===== src/rtl/vram_arbiter.sv =====
`default_nettype none
// ============================================================================
//  Module   : vram_arbiter
//  Purpose  : Single-port VRAM scheduler between the display fetch engine
//             (read-only, priority) and the MPU port (read/write, byte
//             enables). Owns every VRAM control pin, inserts a turnaround
//             slot between a read and a following write, and bounds MPU
//             starvation with a saturating wait counter.
//  Revision : 1.0  initial release
// ============================================================================
module vram_arbiter #(
    parameter int ADDR_WIDTH   = 16,
    parameter int DATA_WIDTH   = 16,
    parameter int MPU_MAX_WAIT = 4
) (
    input  logic                  clk,
    input  logic                  _reset,
    input  logic                  disp_req,
    input  logic [ADDR_WIDTH-1:0] disp_addr,
    output logic                  disp_ack,
    output logic [DATA_WIDTH-1:0] disp_data,
    output logic                  disp_valid,
    input  logic                  mpu_req,
    input  logic                  mpu_wr,
    input  logic [1:0]            _mpu_be,
    input  logic [ADDR_WIDTH-1:0] mpu_addr,
    input  logic [DATA_WIDTH-1:0] mpu_wdata,
    output logic                  mpu_ack,
    output logic [DATA_WIDTH-1:0] mpu_rdata,
    output logic                  mpu_rvalid,
    output logic                  _vram_en,
    output logic                  _vram_rd,
    output logic                  _vram_wr,
    output logic [1:0]            _vram_be,
    output logic [ADDR_WIDTH-1:0] vram_addr,
    output logic [DATA_WIDTH-1:0] vram_dout,
    output logic                  vram_oe,
    input  logic [DATA_WIDTH-1:0] vram_din
);

    typedef enum logic [1:0] {
        IDLE = 2'd0,
        RD   = 2'd1,
        WR   = 2'd2,
        TURN = 2'd3
    } state_t;

    // Counter is 4 bits wide: the wait limit is at most 15.
    localparam logic [3:0] MAX_WAIT_C = 4'(MPU_MAX_WAIT);

    state_t                  state_q, state_d;
    logic [3:0]              cnt_q, cnt_d;
    logic                    en_q, en_d, rd_q, rd_d, wr_q, wr_d, oe_q, oe_d;
    logic [1:0]              be_q, be_d;
    logic [ADDR_WIDTH-1:0]   addr_q, addr_d;
    logic [DATA_WIDTH-1:0]   dout_q, dout_d;
    logic                    disp_ack_q, disp_ack_d, mpu_ack_q, mpu_ack_d;
    logic                    disp_valid_q, disp_valid_d, mpu_rvalid_q, mpu_rvalid_d;
    logic [DATA_WIDTH-1:0]   disp_data_q, disp_data_d, mpu_rdata_q, mpu_rdata_d;
    logic                    mpu_force;

    // MPU is forced once the display has won MPU_MAX_WAIT times in a row.
    assign mpu_force = mpu_req && (cnt_q == MAX_WAIT_C);

    // Arbitration, next state, next pin values and read-data capture.
    always_comb begin
        state_d    = IDLE;
        cnt_d      = '0;
        en_d       = 1'b1;
        rd_d       = 1'b1;
        wr_d       = 1'b1;
        oe_d       = 1'b0;
        be_d       = 2'b11;
        addr_d     = addr_q;
        dout_d     = dout_q;
        disp_ack_d = 1'b0;
        mpu_ack_d  = 1'b0;
        // The access that ends at this edge yields read data now.
        disp_valid_d = disp_ack_q;
        mpu_rvalid_d = mpu_ack_q && (state_q == RD);
        disp_data_d  = disp_ack_q ? vram_din : disp_data_q;
        mpu_rdata_d  = (mpu_ack_q && (state_q == RD)) ? vram_din : mpu_rdata_q;

        if (state_q == TURN) begin
            // The write was granted at the previous edge; commit it now.
            state_d   = WR;
            en_d      = 1'b0;
            wr_d      = 1'b0;
            oe_d      = 1'b1;
            be_d      = _mpu_be;
            addr_d    = mpu_addr;
            dout_d    = mpu_wdata;
            mpu_ack_d = 1'b1;
        end else if (mpu_req && (mpu_force || !disp_req)) begin
            if (!mpu_wr) begin
                state_d   = RD;
                en_d      = 1'b0;
                rd_d      = 1'b0;
                be_d      = _mpu_be;
                addr_d    = mpu_addr;
                mpu_ack_d = 1'b1;
            end else if (state_q == RD) begin
                // Bus still carries read data: idle one slot first.
                state_d = TURN;
            end else begin
                state_d   = WR;
                en_d      = 1'b0;
                wr_d      = 1'b0;
                oe_d      = 1'b1;
                be_d      = _mpu_be;
                addr_d    = mpu_addr;
                dout_d    = mpu_wdata;
                mpu_ack_d = 1'b1;
            end
        end else if (disp_req) begin
            state_d    = RD;
            en_d       = 1'b0;
            rd_d       = 1'b0;
            be_d       = 2'b00;
            addr_d     = disp_addr;
            disp_ack_d = 1'b1;
            if (mpu_req) begin
                cnt_d = (cnt_q == MAX_WAIT_C) ? cnt_q : cnt_q + 4'd1;
            end
        end
    end

    // State, pin and handshake registers; reset returns pins to idle at once.
    always_ff @(posedge clk or negedge _reset) begin
        if (!_reset) begin
            state_q      <= IDLE;
            cnt_q        <= '0;
            en_q         <= 1'b1;
            rd_q         <= 1'b1;
            wr_q         <= 1'b1;
            oe_q         <= 1'b0;
            be_q         <= 2'b11;
            addr_q       <= '0;
            dout_q       <= '0;
            disp_ack_q   <= 1'b0;
            mpu_ack_q    <= 1'b0;
            disp_valid_q <= 1'b0;
            mpu_rvalid_q <= 1'b0;
            disp_data_q  <= '0;
            mpu_rdata_q  <= '0;
        end else begin
            state_q      <= state_d;
            cnt_q        <= cnt_d;
            en_q         <= en_d;
            rd_q         <= rd_d;
            wr_q         <= wr_d;
            oe_q         <= oe_d;
            be_q         <= be_d;
            addr_q       <= addr_d;
            dout_q       <= dout_d;
            disp_ack_q   <= disp_ack_d;
            mpu_ack_q    <= mpu_ack_d;
            disp_valid_q <= disp_valid_d;
            mpu_rvalid_q <= mpu_rvalid_d;
            disp_data_q  <= disp_data_d;
            mpu_rdata_q  <= mpu_rdata_d;
        end
    end

    assign _vram_en   = en_q;
    assign _vram_rd   = rd_q;
    assign _vram_wr   = wr_q;
    assign _vram_be   = be_q;
    assign vram_oe    = oe_q;
    assign vram_addr  = addr_q;
    assign vram_dout  = dout_q;
    assign disp_ack   = disp_ack_q;
    assign mpu_ack    = mpu_ack_q;
    assign disp_valid = disp_valid_q;
    assign mpu_rvalid = mpu_rvalid_q;
    assign disp_data  = disp_data_q;
    assign mpu_rdata  = mpu_rdata_q;

`ifndef SYNTHESIS
    // A request not granted at an edge must still be present at the next one.
    a_disp_hold: assert property (@(posedge clk) disable iff (!_reset)
                                  (disp_req && !disp_ack_d) |=> disp_req);
    a_mpu_hold:  assert property (@(posedge clk) disable iff (!_reset)
                                  (mpu_req && !mpu_ack_d) |=> mpu_req);
`endif

endmodule
`default_nettype wire


===== config.mk =====
export PLATFORM = sky130hd
export DESIGN_NAME = vram_arbiter
export DESIGN_NICKNAME = d
export VERILOG_FILES = /design/src/rtl/vram_arbiter.sv
export SDC_FILE = /design/constraint.sdc
export NUM_CORES = 1
export LEC_CHECK = 0
export CAP_MARGIN = 20
export CORE_AREA = 2 2 88 90
export CTS_CLUSTER_SIZE = 20
export DETAILED_ROUTE_END_ITERATION = 16
export DIE_AREA = 0 0 90 92
export GPL_ROUTABILITY_DRIVEN = 0
export PLACE_DENSITY = 0.82
export SYNTH_ARGS = -nofsm -noshare
export SYNTH_HDL_FRONTEND = slang
export SYNTH_SLANG_ARGS = --single-unit

===== constraint.sdc =====
create_clock -name clk -period 3.28 [get_ports clk]
set_input_delay 0.328 -clock clk [delete_from_list [all_inputs] [get_ports clk]]
set_output_delay 0.328 -clock clk [all_outputs]
set_load 0.005 [all_outputs]

Word level (Yosys, flattened, before mapping):

Index checks and enable logic that the tools add are counted.

* $add $sub $neg: 1
* eq/ne operators: 6
* multiplexer cells: 45
* reduce and logical (&&, ||, !) cells: 10

Operator list (count)
* $mux W16: 9
* $mux W1: 23
* $mux W4: 5
* $mux W2: 8
* $ne A5 B3 Y1 const B: 1
* $add A4 B1 Y4 const B: 1
* $eq A4 B3 Y1 const B: 1
* $ne A4 B4 Y1 const B: 1
* $reduce_bool A2 Y1: 2
* $logic_and A1 B1 Y1: 3
* $reduce_and A3 Y1: 1
* $reduce_bool A3 Y1: 1
* $eq A2 B1 Y1 const B: 1
* $eq A2 B2 Y1 const B: 1
* $ne A2 B2 Y1 const B: 1
* $reduce_and A2 Y1: 1
* $logic_not A1 Y1: 1
* $logic_or A1 B1 Y1: 1

* register bits after elaboration: 80
* input bits: 71
* output and inout port bits: 74
* logic and storage cells: 77

Longest topological paths before layout:

Gate-level depths: netlist (run 1).

* depth in word-level cells: 6
* mapped depth: 8
* gate-level depth less buffers: 6

Worst setup path after synthesis (run 1):

OpenSTA, ideal clock, no wires.

* path kind: flip-flop to flip-flop
* from: reg cnt_q[0]
* to: reg dout_q[10] (netlist: vram_dout[10])
* setup time: 0.125 ns
* arrival: 1.674 ns
* slack: 1.481 ns
* cell stages (with the launch flop): 9
* period minus slack after synthesis: 1.799 ns
* path through: dfrtp_1 > inv_1 > ha_1 > nand3b_1 > and2_4 > o31a_1 > buf_6 > buf_12 > mux2_4

* word-level cells in the longest chain between the ends: 6

RTL lines
* start: declaration: line 52 `logic [3:0] cnt_q, cnt_d;`
* start signal: assignment: line 148 `cnt_q <= cnt_d;`
* $eq A4 B3 Y1: line 63 `assign mpu_force = mpu_req && (cnt_q == MAX_WAIT_C);`
* $logic_and A1 B1 Y1: line 63
* $logic_or A1 B1 Y1: line 94 `end else if (mpu_req && (mpu_force || !disp_req)) begin`
* $logic_and A1 B1 Y1: line 94
* $reduce_bool A2 Y1 (no source line)
* $reduce_and A3 Y1 (no source line)
* end signal: assignment: line 155 `dout_q <= dout_d;`
* end: declaration: line 56 `logic [DATA_WIDTH-1:0] dout_q, dout_d;`

Every way passes these cells.
A chain may end at the register's enable or synchronous reset.

Worst setup path after layout (run 1):

* from: reg cnt_q[0]
* to: reg dout_q[11] (netlist: vram_dout[11])

The elaborated chain is that of the path after synthesis.

==> results of run 1 <==
## layout make-up
type                            count  area [um^2]  share of cell area
Clock buffer                        9          124              0.0251
Multi-Input combinational cell    144         1050               0.214
Tap cell                          102          128              0.0259
Timing Repair Buffer              148         1490               0.303
Inverter                            8         30.0             0.00609
Clock inverter                      7         95.1              0.0193
Sequential cell                    80         2010               0.407
## timing repair
action                                 4_1_cts  5_1_grt
hold buffers                                 0        1
gates resized for setup                      0        0
endpoints found under the hold margin        0        9
## flip-flops by register name (all words and copies together), names as in the netlist
| signal | flops |
|---|---|
| _vram_be | 2 |
| _vram_en | 1 |
| _vram_rd | 1 |
| _vram_wr | 1 |
| cnt_q | 4 |
| disp_ack | 1 |
| disp_data | 16 |
| disp_valid | 1 |
| mpu_ack | 1 |
| mpu_rdata | 16 |
| mpu_rvalid | 1 |
| state_q | 2 |
| vram_addr | 16 |
| vram_dout | 16 |
| vram_oe | 1 |
## per-stage QoR
stage	setup slack [ps]	hold WS [ps]
6_report	1400	352
3_3_place_gp	1190	474
3_5_place_dp	1110	483
4_1_cts	1400	166
5_1_grt	1310	340
2_1_floorplan	1480	32.4
## where the power goes
group	switching [mW]	internal [mW]
registers	0.130	1.25
logic	0.318	0.729
clock network	0.354	0.429
## metal layers
metal  vias to the layer above  global-route usage  share of wire
met5                         -                   0              0
met4                         0              0.0538          0.013
met3                         8              0.0707          0.081
met2                       111               0.283           0.47
met1                      1112               0.223           0.44
li1                       1122                   -              -
## cell families (layout without fill, tap and decap cells)
| logic type | after synthesis | count (layout) | share of synthesized area |
|---|---|---|---|
| adders and majority gates | 2 | 2 | 0.00792 |
| buffers and inverters | 19 | 172 | 0.0309 |
| and+or+nand+nor | 70 | 70 | 0.0959 |
| xor gates and xnor gates | 2 | 2 | 0.00555 |
| AOI/OAI and AO/OA | 22 | 22 | 0.0444 |
| DFF | 80 | 80 | 0.636 |
| muxes | 48 | 48 | 0.179 |
## final timing paths
| kind | startpoint | endpoint | slack (ps) | cells past startpoint |
|---|---|---|---|---|
| setup / recovery | cnt_q[0] | vram_dout[11] | 1400 | 7 |
| hold / removal | _reset | vram_addr[12] | 350 | 2 |
| setup reg to reg | cnt_q[0] | vram_dout[11] | 1400 | 7 |
| hold reg to reg | cnt_q[0] | cnt_q[0] | 490 | 1 |
| max in group asynchronous | _reset | _vram_en | 2320 | 3 |
| min in group clk | cnt_q[0] | cnt_q[0] | 490 | 1 |
## placed cells by master (no fill, tap or decap), types with 4 or more instances in the layout
cell type	instances
mux2_2	41
mux2_4	7
nand2_1	35
clkdlybuf4s50_1	143
clkbuf_8	9
a31oi_1	16
nand3_1	4
nor2_1	20
dfstp_2	5
dfrtp_1	75
inv_1	8
==> impl_metrics.ini, run 1 <==
[synth]
yosysMostFrequentCell = dfrtp_1
synth_top_cells_by_count = dfrtp_1, mux2_2, nand2_1
syn_area_um2 = 3160
yosysWarnings = 0
synth-edff-count = 0
yosysTopAreaCell = dfrtp_1
synth-seq-area-share = 0.636
async_flop_share = 1.00
yosysUniqueCellTypes = 29
synth_nets = 316
netlist_top_cells_area = dfrtp_1, mux2_2, dfstp_2
syn_inst = 243
synth.top_cell.area_share = 0.594
synth_ff_type = dfrtp_1
ys_seq_elements = 80
synth_area_per_cell_um2 = 13.0

[floorplanning]
coreArea_um2 = 7450
num_io_pins = 145
start_util = 0.424
die-width_um = 90
die_h_um = 92
rows = 32
dieArea_um2 = 8280

[route]
drtPass1Iterations = 4
drt_wl_total_um = 7170
post_drt_wl_per_cell_um = 14.4
ant_nets = 0
drc_errors = 0
drtIter0Drc = 83
via_per_inst = 4.72
route.vias.total = 2353

[timing]
relSlewSlack = 0.513
tns_ps = 0
rsz0062_at_grt = no
hold_viol_final = 0
skew_ps = 8.65
worst-slew-pin-transition_ps = 729
max_freq_mhz = 533
fin_crit_ps = 1880
post-route-period-util = 0.572
slew_violations = 0
setup_violations = 0

[critical_path]
crit_path_top_delay_cell = dfrtp_1
cp_data_arrival_time_ps = 2110
worstSetupStartpointType = register
critPathMaxStageDelay_ps = 410
cp-end-kind = register
crit_type = register to register
cp_top_family = flip-flops
path_buf_inv = 2
timing.critical_path.required_ps = 3510
crit_fanout = 19
crit_chain = inv_1, ha_1, nand3b_1, and2_4, o31a_1, buf_4, mux2_4

[placed_design]
placed_area_um2 = 4670
portBuffers = 144
dpl.hpwl_um = 5290
dp_cells = 480

[power_and_ir_drop]
vdd_drop_max_mv = 0.336
total_power_mw = 3.21
p_leak_nw = 2.12
powerDensity_nw_per_um2 = 652

[flow_run]
maxCapViolCount = 0

[cells_and_area]
drive_gt1_frac = 0.194
final_nets = 464
postLayoutCellArea_um2 = 4930
final_core_util = 0.662
num_antenna_cells = 0
area_delta_synth_final_pct = 56.1
stdcell_count = 498
n_fill_cell = 568

[global_routing]
grt.overflow.total = 0
grt_first_pass_wirelength_um = 11500
grt_max_degree = 81
grt_pass1_vias = 2318
gr-usage-all-layers = 0.177
antenna_found_initial = 0

[cts]
path_clk_slew_ps = 80
postCtsSetupBuffers = 0
root_buffer = clkbuf_8
cts_tree = done
cts_inserted_buffers = 9
cts_sinks = 80
h-tree-depth = 3
clock_latency_ps = 350
clock_path_buffers = 2

[outcome]
status = finished, final reports clean

[min_path]
hold_class = input port to asynchronous set/reset pin
Note: power is estimated with default switching activity, not from simulation.
==> run 2, diff against run 1 <==
CORE_AREA = 2 2 96 98   (was 2 2 88 90)
DIE_AREA = 0 0 98 100   (was 0 0 90 92)
PLACE_DENSITY = 0.73   (was 0.82)
clock period = 1.6 ns   (was 3.28 ns; I/O delays follow)
==> run 2 against run 1 <==
  * Final cell count rose by 5.6%
  * The flow now finishes with violations (negative setup slack)
  * Critical endpoint unchanged
  * First-iteration DRC count fell by 3.6%
  * Global-route usage fell by 2.0 points
  * Count of clock-buffer cells in the layout rose by 1
  * Highest routed layer unchanged
  * Sequential share of layout area fell by 1.8 points
==> impl_metrics.ini, run 2 (same netlist as run 1, synthesis figures left out) <==
[outcome]
status = finished with violations
violations = negative setup slack

[placed_design]
dp_cells = 507
dpl.hpwl_um = 5710
placed_area_um2 = 4900
portBuffers = 144

[cells_and_area]
stdcell_count = 526
final_cell_mix = clkdlybuf4s50_1, dfrtp_1, mux2_2
final_common_cell = clkdlybuf4s50_1
final_nets = 484
postLayoutCellArea_um2 = 5160
num_antenna_cells = 0
n_fill_cell = 737
drive_gt1_frac = 0.251
final_core_util = 0.580
area_delta_synth_final_pct = 63.4
seq_area_um2 = 2010
multiInputGateArea_um2 = 1070

[power_and_ir_drop]
total_power_mw = 6.57
powerDensity_nw_per_um2 = 1270
vdd_drop_max_mv = 0.598
p_leak_nw = 2.24

[critical_path]
worstSetupStartpointType = register
crit_chain = inv_1, ha_2, nand3b_1, and2_4, o31a_1, buf_12, mux2_4
path_buf_inv = 2
cp_data_arrival_time_ps = 1950
crit_fanout = 18
r2r_end = vram_dout[11]
timing.critical_path.required_ps = 1830
crit_path_top_delay_cell = dfrtp_1
cp-end-kind = register
cp_top_family = flip-flops
reg2reg_from = cnt_q[1]
r2r_setup_slack_ps = -120
crit_type = register to register
critPathMaxStageDelay_ps = 390
reg2reg_depth = 7

[global_routing]
gr-usage-all-layers = 0.157
met1_usage = 0.186
grt.overflow.total = 0
gr-usage-met3 = 0.0383
antenna_found_initial = 0
top_usage_layer = met2
grt_first_pass_wirelength_um = 12100
grt_max_degree = 39
use_met2 = 0.279
grt_pass1_vias = 2500

[timing]
post-route-period-util = 1.08
worst-slew-pin-transition_ps = 430
fin_crit_ps = 1720
relSlewSlack = 0.714
max_freq_mhz = 580
hold_viol_final = 0
hold_slack_ps = 325
finalWorstSetupSlack_ps = -125
rsz0062_at_grt = yes
skew_ps = 9.42
setup_violations = 32
slew_violations = 0

[route]
route.vias.total = 2434
drtPass1Iterations = 4
ant_nets = 0
post_drt_wl_per_cell_um = 14.7
drc_errors = 0
drtIter0Drc = 80
via_per_inst = 4.63
drt_wl_total_um = 7740

[flow_run]
maxCapViolCount = 0

[cts]
h-tree-depth = 3
cts_tree = done
cts_sinks = 80
clock_path_buffers = 2
root_buffer = clkbuf_8
cts_inserted_buffers = 9
path_clk_slew_ps = 80
clock_latency_ps = 330

[floorplanning]
start_util = 0.355
dieArea_um2 = 9800
coreArea_um2 = 8890
die_h_um = 100
rows = 35
num_io_pins = 145
die-width_um = 98

[min_path]
hold_class = input port to asynchronous set/reset pin
==> run 2: cell count changes in the layout (fill, tap and decap cells not counted), moves of 6 or more <==
cell    previous run  this run
buf_4              3        16
nor2_1            20        14
nor2_2             0         6
buf_12             0         6
==> run 2: final cells by class <==
class,instances,area share
timing repair buffer,168,0.333
clock inverter,5,0.0109
multi-input combinational,144,0.208
inverter,8,0.00582
tap,111,0.0269
sequential,80,0.389
clock buffer,10,0.0267
==> run 2: metal layers <==
metal / part of all wire / vias to the layer above / wire length (um)
met5: 0 / - / 0
met4: 0.011 / 0 / 83
met3: 0.049 / 8 / 378
met2: 0.53 / 68 / 4080
met1: 0.41 / 1200 / 3200
li1: - / 1158 / -
==> run 2: worst max path at each step <==
stage	slack, ps	cells after the start	endpoint	startpoint
2_1_floorplan	-150	8	vram_dout[10]	cnt_q[0]
3_3_place_gp	-120	6	vram_addr[6]	mpu_req
3_5_place_dp	-140	6	vram_addr[5]	mpu_req
4_1_cts	-130	7	vram_dout[11]	cnt_q[1]
5_1_grt	-210	8	vram_addr[1]	cnt_q[0]
6_report	-120	7	vram_dout[11]	cnt_q[1]
==> run 2: power by group <==
part,internal (mW),switching (mW),leakage [nW]
logic,1.58,0.680,1.20
registers,2.57,0.276,0.942
clock network,0.755,0.701,0.0985
==> run 2: metrics by stage <==
| stage | worst slack, ps | setup TNS (ps) |
|---|---|---|
| after global placement | -125 | -2980 |
| after detailed placement | -138 | -3560 |
| after global routing | -207 | -6160 |
| after CTS | -129 | -3490 |
| after floorplan | -149 | -1060 |
| final | -125 | -3230 |
==> run 2: repair_timing <==
| action | CTS | global route |
|---|---|---|
| setup endpoints to repair | 32 | 34 |
| pin swaps | 0 | 1 |
| gates resized for setup | 1 | 8 |
| endpoints found under the hold margin | 24 | 0 |
| gates cloned | 0 | 1 |
| hold buffers | 1 | 0 |
| setup buffers | 0 | 2 |
==> run 3, diff against run 2 <==
GPL_TIMING_DRIVEN = 0   (was default)
==> run 3 against run 2 <==
  * Die area unchanged
  * Final cell count up 1.1%
  * The flow still finishes with violations (negative setup slack)
  * Clock power is 16% lower
  * Largest cell class unchanged
  * First-iteration DRC count is 25% lower
==> impl_metrics.ini, run 3 (same netlist as run 1, synthesis figures left out) <==
[cells_and_area]
final_nets = 490
multiInputGateArea_um2 = 1290
drive_gt1_frac = 0.335
area_delta_synth_final_pct = 71.1
num_antenna_cells = 0
seq_area_um2 = 2010
final_core_util = 0.608
stdcell_count = 532
n_fill_cell = 714
final_common_cell = clkdlybuf4s50_1
final_cell_mix = clkdlybuf4s50_1, dfrtp_1, mux2_2

[timing]
rsz0062_at_grt = yes
setup_violations = 31
worst-slew-pin-transition_ps = 471
fin_crit_ps = 1800
slew_violations = 0
finalWorstSetupSlack_ps = -195
skew_ps = 13.0
hold_viol_final = 0
tns_ps = -4350
max_freq_mhz = 557
post-route-period-util = 1.12
relSlewSlack = 0.686

[floorplanning]
rows = 35
start_util = 0.355
num_io_pins = 145
coreArea_um2 = 8890
die_h_um = 100
die-width_um = 98
dieArea_um2 = 9800

[cts]
clock_latency_ps = 330
cts_inserted_buffers = 9
cts_sinks = 80
h-tree-depth = 3
root_buffer = clkbuf_8
path_clk_slew_ps = 80
clock_path_buffers = 2
cts_tree = done

[power_and_ir_drop]
vdd_drop_max_mv = 0.703
total_power_mw = 6.53
p_leak_nw = 2.29
powerDensity_nw_per_um2 = 1210

[critical_path]
crit_fanout = 9
worstSetupStartpointType = register
reg2reg_depth = 8
crit_type = register to register
cp_data_arrival_time_ps = 2020
timing.critical_path.required_ps = 1820
cp-end-kind = register

[global_routing]
grt.overflow.total = 0
grt_first_pass_wirelength_um = 12700
grt_max_degree = 46
antenna_found_initial = 0
gr-usage-all-layers = 0.163
grt_pass1_vias = 2539

[route]
drtIter0Drc = 60
drt_wl_total_um = 8360
drc_errors = 0
via_per_inst = 4.72
post_drt_wl_per_cell_um = 15.7
ant_nets = 0
drtPass1Iterations = 4
route.vias.total = 2513

[min_path]
hold_class = input port to asynchronous set/reset pin

[placed_design]
dpl.hpwl_um = 5870
portBuffers = 144
dp_cells = 499
dp_slack_ps = -443

[outcome]
violations = negative setup slack
status = finished with violations

[flow_run]
maxCapViolCount = 0
run 3: cell count changes in the layout (fill, tap and decap cells not counted), sizes merged:
cell | before | now
clkinv | 2 | 4
inv | 9 | 8
bufinv | 1 | 0
clkbuf | 11 | 15
clkinvlp | 1 | 0
buf | 23 | 26
run 3: power breakdown:
group | leakage (nW) | internal, mW | switching, mW | total [mW]
clock | 0.0829 | 0.551 | 0.676 | 1.23
sequential | 0.942 | 2.57 | 0.293 | 2.86
combinational | 1.27 | 1.68 | 0.757 | 2.44
total | 2.29 | 4.80 | 1.73 | 6.53
run 3: cell type report:
type	instances	area share
Clock buffer	11	0.0243
Buffer	9	0.0199
Inverter	8	0.00556
Sequential cell	80	0.372
Multi-Input combinational cell	144	0.238
Timing Repair Buffer	165	0.310
Tap cell	111	0.0257
Clock inverter	4	0.00440
run 3: through the flow:
| stage | hold WS, ps | instance area [um^2] |
|---|---|---|
| 6_report | 331 | 5400 |
| 2_1_floorplan | -136 | 3160 |
| 4_1_cts | 334 | 5140 |
| 5_1_grt | 351 | 5400 |
| 3_5_place_dp | 153 | 4770 |
| 3_3_place_gp | 429 | 4740 |
run 3: final timing paths:
| kind | startpoint | end | slack (ps) |
|---|---|---|---|
| setup / recovery | cnt_q[1] | vram_dout[11] | -200 |
| hold / removal | _reset | mpu_rdata[6] | 330 |
| setup reg to reg | cnt_q[1] | vram_dout[11] | -200 |
| hold reg to reg | disp_ack | disp_valid | 450 |
| max in group asynchronous | _reset | _vram_be[1] | 620 |
| min in group clk | _mpu_be[1] | _vram_be[1] | 350 |
run 3: worst max-delay path, cell delays in order, from the launching register on:
cell,delay [ps]
dfrtp_1,400
inv_2,70
ha_4,130
nand3b_1,110
and2_4,170
o31a_1,240
buf_6,130
buf_12,140
mux2_4,290
run 3: timing repair:
item / in CTS / in global routing
setup endpoints to repair: 53 / 47
hold endpoints to repair: 34 / 0
resized for setup: 28 / 52
cloned: 2 / 1
buffers inserted: 10 / 6
hold buffers: 1 / 0
pin swaps: 2 / 28
run 3: per-layer routing:
metal | vias to the layer above | share of wire | track usage
met1 | 1249 | 0.42 | 0.205
met4 | 0 | 0.012 | 0.0534
met2 | 76 | 0.52 | 0.279
met3 | 10 | 0.046 | 0.0411
met5 | - | 0 | 0
li1 | 1178 | - | -
